[src/rtl/jtopl_wrarb.sv]
// jtopl_wrarb: arbitrates register-write requests from two requesters and
// turns each accepted request into an address write followed by a data
// write on the jtopl_mmr port, with cen-paced wait states after each write.
module jtopl_wrarb #(
  parameter int ADDR_WAIT = 1,
  parameter int DATA_WAIT = 4
) (
  input  logic       clk,
  input  logic       rst,
  input  logic       cen,
  input  logic       req0,
  input  logic [7:0] reg0,
  input  logic [7:0] val0,
  output logic       ack0,
  input  logic       req1,
  input  logic [7:0] reg1,
  input  logic [7:0] val1,
  output logic       ack1,
  output logic [7:0] din,
  output logic       write,
  output logic       addr,
  output logic       busy,
  output logic       gnt
);

  typedef enum logic [2:0] {
    IDLE,
    ADDR,
    AWAIT,
    DATA,
    DWAIT
  } state_t;

  localparam logic [7:0] AWAIT_LAST = 8'(ADDR_WAIT);
  localparam logic [7:0] DWAIT_LAST = 8'(DATA_WAIT);

  state_t     state, state_nx;
  logic [7:0] cnt, cnt_nx;
  logic [7:0] lat_val, lat_val_nx;
  logic [7:0] din_nx;
  logic       write_nx, addr_nx, ack0_nx, ack1_nx, busy_nx, gnt_nx;
  logic       pick;

  // Next-state and next-output logic; outputs are computed one cycle ahead
  // so that every port comes straight from a flop.
  always_comb begin
    state_nx   = state;
    cnt_nx     = cnt;
    lat_val_nx = lat_val;
    din_nx     = din;
    addr_nx    = addr;
    gnt_nx     = gnt;
    write_nx   = 1'b0;
    ack0_nx    = 1'b0;
    ack1_nx    = 1'b0;
    pick       = 1'b0;
    case (state)
      IDLE: begin
        if (req0 || req1) begin
          // On a tie the requester that was not granted last time wins
          pick       = (req0 && req1) ? ~gnt : req1;
          gnt_nx     = pick;
          lat_val_nx = pick ? val1 : val0;
          din_nx     = pick ? reg1 : reg0;
          addr_nx    = 1'b0;
          write_nx   = 1'b1;
          ack0_nx    = ~pick;
          ack1_nx    = pick;
          state_nx   = ADDR;
        end
      end
      ADDR: begin
        cnt_nx   = 8'd0;
        state_nx = AWAIT;
      end
      AWAIT: begin
        if (cnt == AWAIT_LAST) begin
          din_nx   = lat_val;
          addr_nx  = 1'b1;
          write_nx = 1'b1;
          state_nx = DATA;
        end else if (cen) begin
          cnt_nx = cnt + 8'd1;
        end
      end
      DATA: begin
        cnt_nx   = 8'd0;
        state_nx = DWAIT;
      end
      DWAIT: begin
        if (cnt == DWAIT_LAST) begin
          state_nx = IDLE;
        end else if (cen) begin
          cnt_nx = cnt + 8'd1;
        end
      end
      default: state_nx = IDLE;
    endcase
    busy_nx = (state_nx != IDLE);
  end

  // State, counter, latched value and all registered outputs
  always_ff @(posedge clk or posedge rst) begin
    if (rst) begin
      state   <= IDLE;
      cnt     <= 8'd0;
      lat_val <= 8'd0;
      din     <= 8'd0;
      write   <= 1'b0;
      addr    <= 1'b0;
      ack0    <= 1'b0;
      ack1    <= 1'b0;
      busy    <= 1'b0;
      gnt     <= 1'b1;
    end else begin
      state   <= state_nx;
      cnt     <= cnt_nx;
      lat_val <= lat_val_nx;
      din     <= din_nx;
      write   <= write_nx;
      addr    <= addr_nx;
      ack0    <= ack0_nx;
      ack1    <= ack1_nx;
      busy    <= busy_nx;
      gnt     <= gnt_nx;
    end
  end

endmodule

[config.mk]
export PLATFORM = sky130hd
export DESIGN_NAME = jtopl_wrarb
export DESIGN_NICKNAME = d
export VERILOG_FILES = /design/src/rtl/jtopl_wrarb.sv
export SDC_FILE = /design/constraint.sdc
export NUM_CORES = 1
export LEC_CHECK = 0
export BUFFER_PORTS_ARGS = -buffer_cell sky130_fd_sc_hd__buf_2
export CORE_ASPECT_RATIO = 0.5
export CORE_UTILIZATION = 40
export DETAILED_ROUTE_END_ITERATION = 10
export GPL_ROUTABILITY_DRIVEN = 1
export GPL_TIMING_DRIVEN = 0
export PLACE_DENSITY = 0.75
export SYNTH_ARGS = -nofsm -noshare
export SYNTH_HDL_FRONTEND = slang
export SYNTH_SLANG_ARGS = --single-unit
export TNS_END_PERCENT = 5
[constraint.sdc]
create_clock -name clk -period 2.7 [get_ports clk]
set_clock_uncertainty 0.15 [all_clocks]
set_input_delay 0.54 -clock clk [delete_from_list [all_inputs] [get_ports clk]]
set_output_delay 0.54 -clock clk [all_outputs]
set_load 0.03 [all_outputs]
* Word-level counts from Yosys, hierarchy flattened
Index checks and enable logic that the tools add are counted.
** Storage, ports and cells
- Memory bits (read-only) :: 0
- Bits in registers :: 33
- Memories kept :: 0
- Word-level logic and storage cells :: 57
- Bits of input ports :: 37
- Memory bits (writable) :: 0
- Latch bits :: 0
** Cells by class
- Multiplexer cells :: 24
- Bitwise operators :: 2
- Shift-type cells :: 0
- Reduce and logical (&&, ||, !) cells :: 10
- Add/subtract/negate cells :: 1
- Div/mod/pow operators :: 0
- $lt $le $gt $ge :: 0
- $mul :: 0
- Equal/unequal tests :: 10
** Operators by type and width (count)
- two-way mux 8 bit :: 7
- case mux 8 bit (3 select lines) :: 1
- case mux 8 bit (2 select lines) :: 1
- case mux 3 bit (5 select lines) :: 1
- two-way mux 1 bit :: 9
- two-way mux 3 bit :: 3
- adder 8 x 1 -> 8 bit, second input constant :: 1
- equality test 8 x 1 -> 1 bit, second input constant :: 1
- equality test 8 x 3 -> 1 bit, second input constant :: 1
- inequality test 2 bit, second input constant :: 4
- equality test 3 x 2 -> 1 bit, second input constant :: 2
- AND reduction 3 bit :: 2
- nonzero test 3 bit :: 2
- case mux 1 bit (2 select lines) :: 2
- equality test 3 x 1 -> 1 bit, second input constant :: 1
- equality test 3 bit, second input constant :: 1
- logical NOT 3 bit :: 1
- inverter 1 bit :: 2
- AND reduction 2 bit :: 1
- nonzero test 2 bit :: 1
- OR reduction 2 bit :: 1
- logical AND 1 bit :: 1
- logical OR 1 bit :: 1

* Depth between registers and ports, before layout
- Depth in word-level cells :: 5
- Gate-level depth with buffers :: 7
- Depth with buffers taken out :: 6

* Worst setup path before layout
No wires, ideal clock.
- Path kind :: flip-flop to flip-flop
- Start :: register gnt
- End :: register din[2]
- Stages on the path, launching flop included :: 7
- Slack :: 0.748 ns
- Setup time :: 0.125 ns
- Arrival time :: 1.678 ns
- Path through :: dfstp_2 a21bo_2 buf_2 buf_2 mux2i_1 o21ai_0 mux2_2
** On the way
- Longest elaborated chain between the ends :: 5
** Ends and longest elaborated chain
- start, declared :: line 23 : output logic gnt
- start signal, assigned :: line 125 : gnt <= gnt_nx;
- inverter 1 bit :: line 61 : pick = (req0 && req1) ? ~gnt : req1;
- two-way mux 1 bit :: line 61
- two-way mux 8 bit :: line 64 : din_nx = pick ? reg1 : reg0;
- two-way mux 8 bit :: line 59 : if (req0 || req1) begin
- case mux 8 bit (2 select lines) :: line 57 : case (state)
- end signal, assigned :: line 119 : din <= din_nx;
- end, declared :: line 19 : output logic [7:0] din,
Every way passes these cells. The select of a mux whose other input is x is not followed.
A chain may end at the register's enable or synchronous reset.

* Final worst setup path
- Start :: register state[2]
- End :: register din[4]
** On the way
- Longest elaborated chain between the ends :: 3
- Elaborated cells on any way between the ends :: 7
- Those cells by class :: eq/ne (3); mux (1); reduce/logical (3)
** Ends and longest elaborated chain
- start, declared :: line 37 : state_t state, state_nx;
- start signal, assigned :: line 116 : state <= state_nx;
- equality test 3 x 2 -> 1 bit / logical NOT 3 bit (equally long branches) :: line 57
- inequality test 2 bit (no line) / nonzero test 2 bit (equally long branches)
- AND reduction 3 bit (no line)
Parallel ways exist; a longest one is shown, timed or not.

==> impl_metrics.json <==
{
  "status": "completed",
  "cp.arrival_ns": 2.22,
  "cts_tree": "done",
  "dpl.hpwl_um": 2600,
  "slew_viol_final": 0,
  "ir_drop_mv": 0.528,
  "grt_pass1_vias": 1383,
  "cts_resized": 0,
  "clock_sinks": 33,
  "dieArea_um2": 4630,
  "die_x_um": 95.3,
  "drv_cap": 0,
  "fp.dieH_um": 48.6,
  "holdBufCountCts": 0,
  "fp-row-count": 16,
  "ios": 51,
  "ctsRootBufferMaster": "clkbuf_8",
  "dr_total_vias": 1395,
  "min_path_type": "in2async",
  "dr.pass1.iters": 4,
  "tightest_slew_ns": 0.674,
  "synthCells": 167,
  "synth_edf_count": 0,
  "period_needed_ns": 2.19,
  "grt_util_all_layers": 0.180,
  "drc": 0,
  "grt_overflow_total": 0,
  "timing.final.crit_share": 0.812,
  "ys_async_sr_fraction": 1.00,
  "clk_latency_ns": 0.29,
  "htreeDepth": 2,
  "relSlewSlack": 0.548,
  "hold_viol": 0,
  "crit_fanout": 10,
  "clk_path_buf_depth": 2,
  "place_ws_ns": 0.506,
  "syn_nets": 207,
  "antennaDiodeCount": 0,
  "drtIter0Drc": 101,
  "synth.distinct_cells": 43,
  "synth_area_um2": 1740,
  "worst_slack_ns": 0.506,
  "yosysWarnings": 0,
  "fin_nets": 265,
  "drtAntennaViolNets": 0,
  "rsz0062_at_grt": "false",
  "ys_seq_area_frac": 0.476,
  "crit_type": "reg2reg",
  "avgSynthCellArea_um2": 10.4,
  "grt_max_degree": 34,
  "clk_pin_slew_ns": 0.07,
  "wl_per_cell_um": 12.7,
  "critical_path_required_ns": 2.73,
  "p_leak_nw": 1.08,
  "end_kind": "flip-flop",
  "ys_ff_latch": 33,
  "port_buffers": 50,
  "antenna_found_initial": 0,
  "core_area_um2": 4020,
  "grt_pass1_wl_um": 6240,
  "power_density_nw_per_um2": 1170,
  "drive_gt1_frac": 0.363,
  "numCtsBuffers": 5,
  "fmax_mhz": 456,
  "initial_core_util": 0.432,
  "setup_tns_ns": 0,
  "start_kind": "flip-flop",
  "globalplace.congestion": 0.754,
  "setup_viol": 0,
  "postCtsSetupBuffers": 0,
  "area.growth.synth_to_final_pct": 25.7,
  "routed_via_density": 4.98,
  "drt_wl_total_um": 3560,
  "ys_dominant_reg_cell": "dfrtp_1"
}
==> per-stage QoR <==
| step | util | power (W) | std cells | area [µm²] | hold slack (ns) |
|---|---|---|---|---|---|
| CTS | 0.536 | 0.00258 | 279 | 2160 | 0.325 |
| floorplan | - | 0.00185 | 167 | 1740 | 0.300 |
| global placement | 0.511 | 0.00214 | 271 | 2060 | 0.318 |
| global route | 0.543 | 0.00278 | 280 | 2190 | 0.100 |
| detailed placement | 0.511 | 0.00217 | 271 | 2060 | 0.324 |
| finish | 0.543 | 0.00257 | 280 | 2190 | 0.0871 |
==> final cells by class <==
type / instances / area, µm²
clock buffers: 7 / 96.3
inverters: 5 / 18.8
well taps: 54 / 67.6
repair buffers: 51 / 278
multi-input cells: 119 / 833
plain buffers: 10 / 60.1
fillers: 361 / 1840
clock inverters: 1 / 5.00
flip-flops and latches: 33 / 827
==> synthesized netlist by cell type, drive strengths merged, types with 2 or more instances <==
| cell | n | area share |
|---|---|---|
| buf | 6 | 0.026 |
| nand2b | 2 | 0.0072 |
| mux2i | 12 | 0.069 |
| clkbuf | 4 | 0.0086 |
| nor2b | 2 | 0.0072 |
| a22oi | 7 | 0.030 |
| o21ai | 20 | 0.060 |
| a21o | 2 | 0.0086 |
| xnor2 | 2 | 0.010 |
| or3b | 2 | 0.012 |
| a41o | 2 | 0.012 |
| and3 | 2 | 0.0072 |
| nor2 | 6 | 0.013 |
| dfrtp | 32 | 0.46 |
| inv | 5 | 0.011 |
| o211ai | 2 | 0.0086 |
| o21a | 2 | 0.0086 |
| a21oi | 2 | 0.012 |
| ha | 3 | 0.022 |
| nand2 | 27 | 0.058 |
| mux2 | 8 | 0.052 |
==> cells by family after synthesis <==
family | count (synthesis) | share of synthesized area
xor gates and xnor gates | 2 | 0.0101
AOI/OAI and AO/OA | 46 | 0.194
DFF | 33 | 0.476
and+or+nand+nor | 48 | 0.133
buffers and inverters | 15 | 0.0453
adders and majority gates | 3 | 0.0216
muxes | 20 | 0.121
==> where the power goes <==
| group | total (W) | switching [W] | internal [W] | leakage (nW) |
|---|---|---|---|---|
| registers | 0.000824 | 0.000107 | 0.000717 | 0.412 |
| logic | 0.00133 | 0.000797 | 0.000534 | 0.616 |
| clock network | 0.000411 | 0.000181 | 0.000230 | 0.0542 |
| total | 0.00257 | 0.00108 | 0.00148 | 1.08 |
==> layer usage <==
metal  track usage  share of wire  vias to the layer above
li1              -              -                      713
met5             0              0                        -
met3        0.0708          0.046                        5
met4        0.0606          0.017                        0
met2         0.276           0.46                       32
met1         0.230           0.47                      645
==> registers in the layout, summed over array words and instances, names as in the netlist <==
signal,count
write,1
addr,1
ack1,1
state,3
busy,1
ack0,1
gnt,1
lat_val,8
cnt,8
din,8
==> critical path: stages, from the launching register on <==
cell,delay (ns)
dfrtp_1,0.37
buf_4,0.18
nor3b_2,0.50
nand2_1,0.19
o21ai_2,0.20
buf_6,0.17
mux2_2,0.34
==> worst paths after layout <==
check | endpoint | cells after the start | slack, ns | start
worst max-delay path | din[4] | 6 | 0.51 | state[2]
worst min-delay path | state[1] | 2 | 0.09 | rst
worst max register to register | din[4] | 6 | 0.51 | state[2]
worst min register to register | lat_val[6] | 2 | 0.34 | lat_val[6]
max in group asynchronous | gnt | 3 | 1.80 | rst
min in group clk | lat_val[2] | 3 | 0.33 | val1[2]
==> cell usage in the layout (no fill, tap or decap), types with 2 or more instances in the layout <==
cell type and instances:
and3_1 2, nor2b_1 2, nand2b_1 2, o21ai_0 19, clkbuf_1 4, inv_1 4
nor2_1 6, mux2i_1 12, mux2_2 8, a22oi_1 7, buf_2 53, o211ai_1 2
buf_6 2, o21a_1 2, a41o_1 2, clkbuf_8 7, nand2_1 27, a21o_1 2
xnor2_1 2, dfrtp_1 32, ha_1 3
(Power assumes the default switching activity.)
